## config.mk

```make
export PLATFORM = sky130hd
export DESIGN_NAME = writeback_arbiter
export DESIGN_NICKNAME = d
export VERILOG_FILES = /design/src/rtl/wb_pkg.sv /design/src/rtl/wb_fifo.sv /design/src/rtl/writeback_arbiter.sv
export SDC_FILE = /design/constraint.sdc
export NUM_CORES = 1
export LEC_CHECK = 0
export ABC_AREA = 0
export CAP_MARGIN = 0
export CORE_UTILIZATION = 49
export CTS_CLUSTER_DIAMETER = 120
export CTS_CLUSTER_SIZE = 8
export DETAILED_ROUTE_END_ITERATION = 10
export HOLD_SLACK_MARGIN = 0.05
export PLACE_DENSITY_LB_ADDON = 0.1
export SKIP_LAST_GASP = 1
export SLEW_MARGIN = 20
export SYNTH_ARGS = -nofsm -noshare
export SYNTH_HDL_FRONTEND = slang
export SYNTH_HIERARCHICAL = 1
export SYNTH_SLANG_ARGS = --single-unit
```

## constraint.sdc

```tcl
create_clock -name clk -period 3.92 [get_ports clk]
set_clock_uncertainty 0.1 [all_clocks]
set_input_delay 1.176 -clock clk [delete_from_list [all_inputs] [get_ports clk]]
set_output_delay 1.176 -clock clk [all_outputs]
set_load 0.005 [all_outputs]
```

## src/rtl/wb_pkg.sv

```systemverilog
// Shared widths and the write-request record used by the writeback arbiter.
// Optional forwarding ports are enabled in the top with WB_BYPASS_EN.
package wb_pkg;
    localparam int REG_W  = 5;
    localparam int DATA_W = 32;
    localparam int NREG   = 32;

    // "reg" is a keyword, so the destination field is wreg
    typedef struct packed {
        logic [REG_W-1:0]  wreg;
        logic [DATA_W-1:0] data;
    } wb_req_t;
endpackage

```

## src/rtl/wb_fifo.sv

```systemverilog
// In-order FIFO holding pending secondary (load/multiply) results.
// DEPTH must be a power of two so the pointers wrap naturally.
module wb_fifo
    import wb_pkg::*;
#(
    parameter int DEPTH = 4,
    localparam int AW   = $clog2(DEPTH)
) (
    input  logic          clk,
    input  logic          reset,
    input  logic          push,
    input  wb_req_t       push_data,
    input  logic          pop,
    output wb_req_t       pop_data,
    output logic          full,
    output logic          empty,
    output logic [AW:0]   count
);
    wb_req_t       mem [DEPTH];
    logic [AW-1:0] wr_ptr;
    logic [AW-1:0] rd_ptr;
    logic          do_push;
    logic          do_pop;

    assign full     = (count == (AW+1)'(DEPTH));
    assign empty    = (count == '0);
    assign do_push  = push && !full;
    assign do_pop   = pop && !empty;
    assign pop_data = mem[rd_ptr];

    always_ff @(posedge clk) begin
        if (!reset) begin
            wr_ptr <= '0;
            rd_ptr <= '0;
            count  <= '0;
        end else begin
            if (do_push) wr_ptr <= wr_ptr + AW'(1);
            if (do_pop)  rd_ptr <= rd_ptr + AW'(1);
            case ({do_push, do_pop})
                2'b10:   count <= count + (AW+1)'(1);
                2'b01:   count <= count - (AW+1)'(1);
                default: count <= count;
            endcase
        end
    end

    always_ff @(posedge clk) begin
        if (do_push) mem[wr_ptr] <= push_data;
    end
endmodule

```

## src/rtl/writeback_arbiter.sv

```systemverilog
// Single-port register-file writeback: ALU has priority, memory results queue in wb_fifo.
// Define WB_BYPASS_EN to add write-port forwarding outputs that mask the decode hazard.
module writeback_arbiter
    import wb_pkg::*;
#(
    parameter int DEPTH = 4
) (
    input  logic                    clk,
    input  logic                    reset,
    input  logic                    alu_valid,
    input  logic [REG_W-1:0]        alu_reg,
    input  logic [DATA_W-1:0]       alu_data,
    input  logic                    mem_valid,
    output logic                    mem_ready,
    input  logic [REG_W-1:0]        mem_reg,
    input  logic [DATA_W-1:0]       mem_data,
    input  logic                    issue_valid,
    input  logic [REG_W-1:0]        issue_reg,
    input  logic [REG_W-1:0]        RegRead_1,
    input  logic [REG_W-1:0]        RegRead_2,
    output logic                    hazard,
    output logic                    RegWrite,
    output logic [REG_W-1:0]        w_reg,
    output logic [DATA_W-1:0]       w_data,
`ifdef WB_BYPASS_EN
    output logic                    fwd_valid1,
    output logic                    fwd_valid2,
    output logic [DATA_W-1:0]       fwd_data1,
    output logic [DATA_W-1:0]       fwd_data2,
`endif
    output logic [$clog2(DEPTH):0]  fifo_count
);
    logic            alu_sel;
    logic            push;
    logic            pop;
    logic            full;
    logic            empty;
    wb_req_t         mem_req;
    wb_req_t         head;
    logic [NREG-1:0] pending;
    logic [NREG-1:0] pending_next;

    assign alu_sel   = alu_valid && (alu_reg != '0);
    assign mem_ready = reset && !full;
    // Register-0 results are handshaken but never queued
    assign push      = mem_valid && mem_ready && (mem_reg != '0);
    assign pop       = !alu_sel && !empty;
    assign mem_req   = '{wreg: mem_reg, data: mem_data};

    wb_fifo #(.DEPTH(DEPTH)) u_fifo (
        .clk       (clk),
        .reset     (reset),
        .push      (push),
        .push_data (mem_req),
        .pop       (pop),
        .pop_data  (head),
        .full      (full),
        .empty     (empty),
        .count     (fifo_count)
    );

    always_ff @(posedge clk) begin
        if (!reset) begin
            RegWrite <= 1'b0;
            w_reg    <= '0;
            w_data   <= '0;
        end else if (alu_sel) begin
            RegWrite <= 1'b1;
            w_reg    <= alu_reg;
            w_data   <= alu_data;
        end else if (pop) begin
            RegWrite <= 1'b1;
            w_reg    <= head.wreg;
            w_data   <= head.data;
        end else begin
            RegWrite <= 1'b0;
        end
    end

    // Set is applied after clear so a same-edge issue to the retiring register wins
    always_comb begin
        pending_next = pending;
        if (RegWrite)    pending_next[w_reg]     = 1'b0;
        if (issue_valid) pending_next[issue_reg] = 1'b1;
        pending_next[0] = 1'b0;
    end

    always_ff @(posedge clk) begin
        if (!reset) pending <= '0;
        else        pending <= pending_next;
    end

`ifdef WB_BYPASS_EN
    assign fwd_valid1 = RegWrite && (w_reg == RegRead_1) && (RegRead_1 != '0);
    assign fwd_valid2 = RegWrite && (w_reg == RegRead_2) && (RegRead_2 != '0);
    assign fwd_data1  = w_data;
    assign fwd_data2  = w_data;
    assign hazard     = (pending[RegRead_1] && !fwd_valid1) ||
                        (pending[RegRead_2] && !fwd_valid2);
`else
    assign hazard     = pending[RegRead_1] || pending[RegRead_2];
`endif
endmodule

```

==> summary.md <==
| Metric | Value |
|---|---|
| Status | finished clean |
| Fin crit share | 0.977 |
| Hold Path Depth | 2 |
| Critical path's largest stage delay | between 0.4 and 0.5 ns |
| YS warnings | 6 |
| Sequential cell fraction of total power | 0.446 |
| Simple-gate area share of the yosys netlist | 0.0719 |
| First-pass iteration count of the detailed router | 5 |
| Largest net degree at the start of global routing | 80 |
| H-tree levels | 2 |
| Final hold violation count | 0 |
| Setup CP Type | input pin to output pin |
| Area of the multi-input gates | between 3000 and 4000 um2 |
| FMAX | around 0.26 GHz |
| Commonest non-fill, non-tap cell in the layout | edfxtp_1 |
| Core ar. | 18,900 um2 |
| Final hold slack | between 0.3 and 0.4 ns |
| Layout cells sized above 1 | 0.176 |
| Area of the die | approximately 20,000 um2 |
| CTS buffer count | 34 |
| Max Buffers Root-to-Sink | 3 |
| Vias in the first global route | between 6,000 and 7,000 |
| Synth-to-Final Area Change | 28.6% |
| Sequential area share after synthesis | 0.631 |
| Count of input and output buffers | 136 |
| Critical path, cell by cell | buf_2, buf_4, mux4_2, nor2b_1, or4_1, o2111ai_1, buf_2 |
| Worst Max-Slew Pin Slew | just over 1 ns |
| Most frequent cells in the layout | edfxtp_1 (148), clkdlybuf4s50_1 (127), nand2_1 (79) |
| Synth Register Bits | 226 |
| Area of the mapped netlist | 9530 um2 |
| Min-Delay Path Class | flip-flop to flip-flop |
| Area leader, netlist | edfxtp_1 |
| Die width | 141 um |
| Max Cap Viol | 0 |
| GRT Total Usage | 0.223 |
| Net Sw Frac | 0.226 |
| Mapped Cells | 630 |
| Critical Path AT | roughly 2.6 ns |
| Setup crit start kind | input pin |
| Clock Pin Slew Worst Setup and Hold Paths | around 0.050 ns |
| Post-synth EDFFs | 148 |
| Reg2reg end | u_fifo/count[2] |
| CTS tree | yes |
| Global-route wire length before repair | roughly 34,000 um |
| Part of the power in the clock network | 0.446 |
| Clock Tree Root | clkbuf_16 |
| CP endpoint kind | output pin |
| Syn Area/Cell | roughly 15 um2 |
| DIE HEIGHT | between 100 and 150 um |
| Reg2Reg Setup Slack | ~1.4 ns |
| # diodes | 0 |
| # hold bufs at CTS | 0 |
| DR iter-0 viols | between 300 and 400 |
| Ys async rst share | 0 |
| Row count | 50 |
| IO Pins | approximately 140 |
| Synth top area share | 0.467 |
| Reg area | about 6000 um2 |
| Average wire per standard cell | slightly below 20 um |
| DPL Wire Length | approximately 14,000 um |
| RSZ-0062 raised after global routing | false |
| Worst-Skew Late Latency | ~0.50 ns |
| WP buf/inv | 3 |
| Post-Synth Adder-Cell Area | 0.00867 |
| Design area | 12,200 um2 |
| Worst r2r path cells | 12 |
| Ys flop type | edfxtp_1 |
| Initial antenna violation count | 0 |
| Fillers | 1,410 |
| Worst path slowest cell | or4_1 |
| Nets | between 800 and 900 |
| Final setup viols | 0 |
| Pins over their slew limit | 0 |
| Max-slew headroom | 0.320 |
| Final antenna-violating net count | 0 |
| Switch Pwr | 1.36 mW |
| Internal power | between 4 and 5 mW |
| Detailed-route via count | between 6,000 and 7,000 |
| RR Startpoint | u_fifo/count[2] |
| Clock sinks | about 230 |
| Top cell by count, worst path | buf_2 |
| Critical Path Stages | 7 |
| CP top delay family | simple AND/OR/NAND/NOR gates |
| Main combinational cell family by area after synthesis | multiplexers |
| DR vias/cell | between 5 and 6 |
| Top cells by area, synth | edfxtp_1 (47%), dfxtp_1 (16%), mux4_2 (12%) |
| Yosys cell types | 46 |
| Multiplexer share of the synthesized area | 0.168 |
| Gpl congestion | 0.949 |
| Initial core utilization | 0.504 |
| Comb power frac | 0.108 |
| Post-DP Area | about 11,000 um2 |
| LEAKAGE | about 4.6 nW |
| Grt ovf | 0 |
| Worst hold start | u_fifo/rd_ptr[1] |
| Largest register FFs | roughly 150 |
| Peak VDD IR | ~380 uV |
| Compound-Gate Fraction of Synth Area | 0.0902 |
| DRC | 0 |
| Critical Path RT | 2.64 ns |
| Mapped Nets | between 700 and 800 |
| Crit Path Max Fanout | 3 |
| Final wirelength | roughly 21,000 um |
| PwrDens | roughly 490 nW/um2 |
| Minimum clock period | between 3 and 4 ns |
| Post-Synth XOR/XNOR Area | 0.00184 |
==> Yosys cell counts, types with 3 or more instances <==
| library cell | instances |
|---|---|
| and3b_1 | 4 |
| o21ai_0 | 37 |
| buf_2 | 14 |
| edfxtp_1 | 148 |
| mux2i_1 | 40 |
| nor2_1 | 9 |
| o211a_1 | 35 |
| inv_1 | 6 |
| nand3b_1 | 8 |
| or3_1 | 3 |
| nand3_1 | 4 |
| buf_4 | 7 |
| a21boi_0 | 33 |
| ha_1 | 5 |
| and2_1 | 6 |
| buf_12 | 3 |
| nor3b_1 | 5 |
| mux2_2 | 4 |
| clkbuf_1 | 14 |
| dfxtp_1 | 78 |
| mux4_2 | 50 |
| nand2_1 | 79 |
| nor2b_1 | 8 |
==> power groups by stage <==
stage          Combinational [mW]  Clock [mW]  Sequential [mW]
6_report                    0.647        2.68             2.69
5_1_grt                     0.703        2.84             2.69
4_1_cts                     0.656        2.74             2.69
3_5_place_dp                0.653           0             2.73
3_3_place_gp                0.637           0             2.72
2_1_floorplan               0.356           0             2.72
==> worst register-to-register path, cell delays in order, from the launching register on <==
cell and delay, ns:
dfxtp_1 0.42, nor3b_2 0.29, nor2b_1 0.09, nand2_1 0.12, a21oi_1 0.05, nor2b_1 0.16
inv_2 0.06, ha_1 0.16, inv_1 0.06, fa_1 0.38, xor2_1 0.15, or3_1 0.30
a21boi_1 0.14
==> metal layers <==
metal / share of wire / up-vias / global-route usage
met5: 0 / - / 0
met4: 0.017 / 0 / 0.0860
li1: - / 2770 / -
met2: 0.48 / 216 / 0.360
met3: 0.064 / 30 / 0.0452
met1: 0.44 / 2990 / 0.301
==> how the worst max path moves through the flow <==
stage,end,from,slack (ns)
2_1_floorplan,u_fifo/count[2],alu_reg[1],0.06
3_3_place_gp,hazard,RegRead_2[0],-0.65
3_5_place_dp,hazard,RegRead_2[0],-0.70
4_1_cts,hazard,RegRead_2[0],0.001
5_1_grt,hazard,RegRead_2[0],0.03
6_report,hazard,RegRead_2[0],0.09
==> area by class of cell <==
cell class	count	share of cell area
well taps	260	0.0266
repair buffers	169	0.133
multi-input cells	357	0.266
inverters	7	0.00215
flip-flops and latches	226	0.491
clock buffers	57	0.0782
clock inverters	3	0.00306
==> cell families after synthesis <==
kind of cell | count (synthesis)
AO/OA/AOI/OAI | 116
multiplexers | 95
flip-flops | 226
adder cells (fa/ha/maj) | 6
XOR/XNOR | 2
AND/OR/NAND/NOR | 138
buffers and inverters | 47
==> what timing repair did <==
action                                  CTS  global route
setup buffers                             0             0
endpoints found under the setup margin    1             1
resized for setup                        17             6
pin swaps                                 4             4
==> per-stage QoR <==
stage          power [mW]  instances   util  setup WS [ns]  TNS (ns)
2_1_floorplan        3.07        630      -         0.0642         0
3_3_place_gp         3.36       1019  0.597         -0.646    -0.820
3_5_place_dp         3.38       1019  0.597         -0.700    -0.902
4_1_cts              6.08       1079  0.649        0.00144         0
5_1_grt              6.24       1079  0.648         0.0277         0
6_report             6.02       1079  0.648         0.0891         0
(Power assumes the default switching activity.)
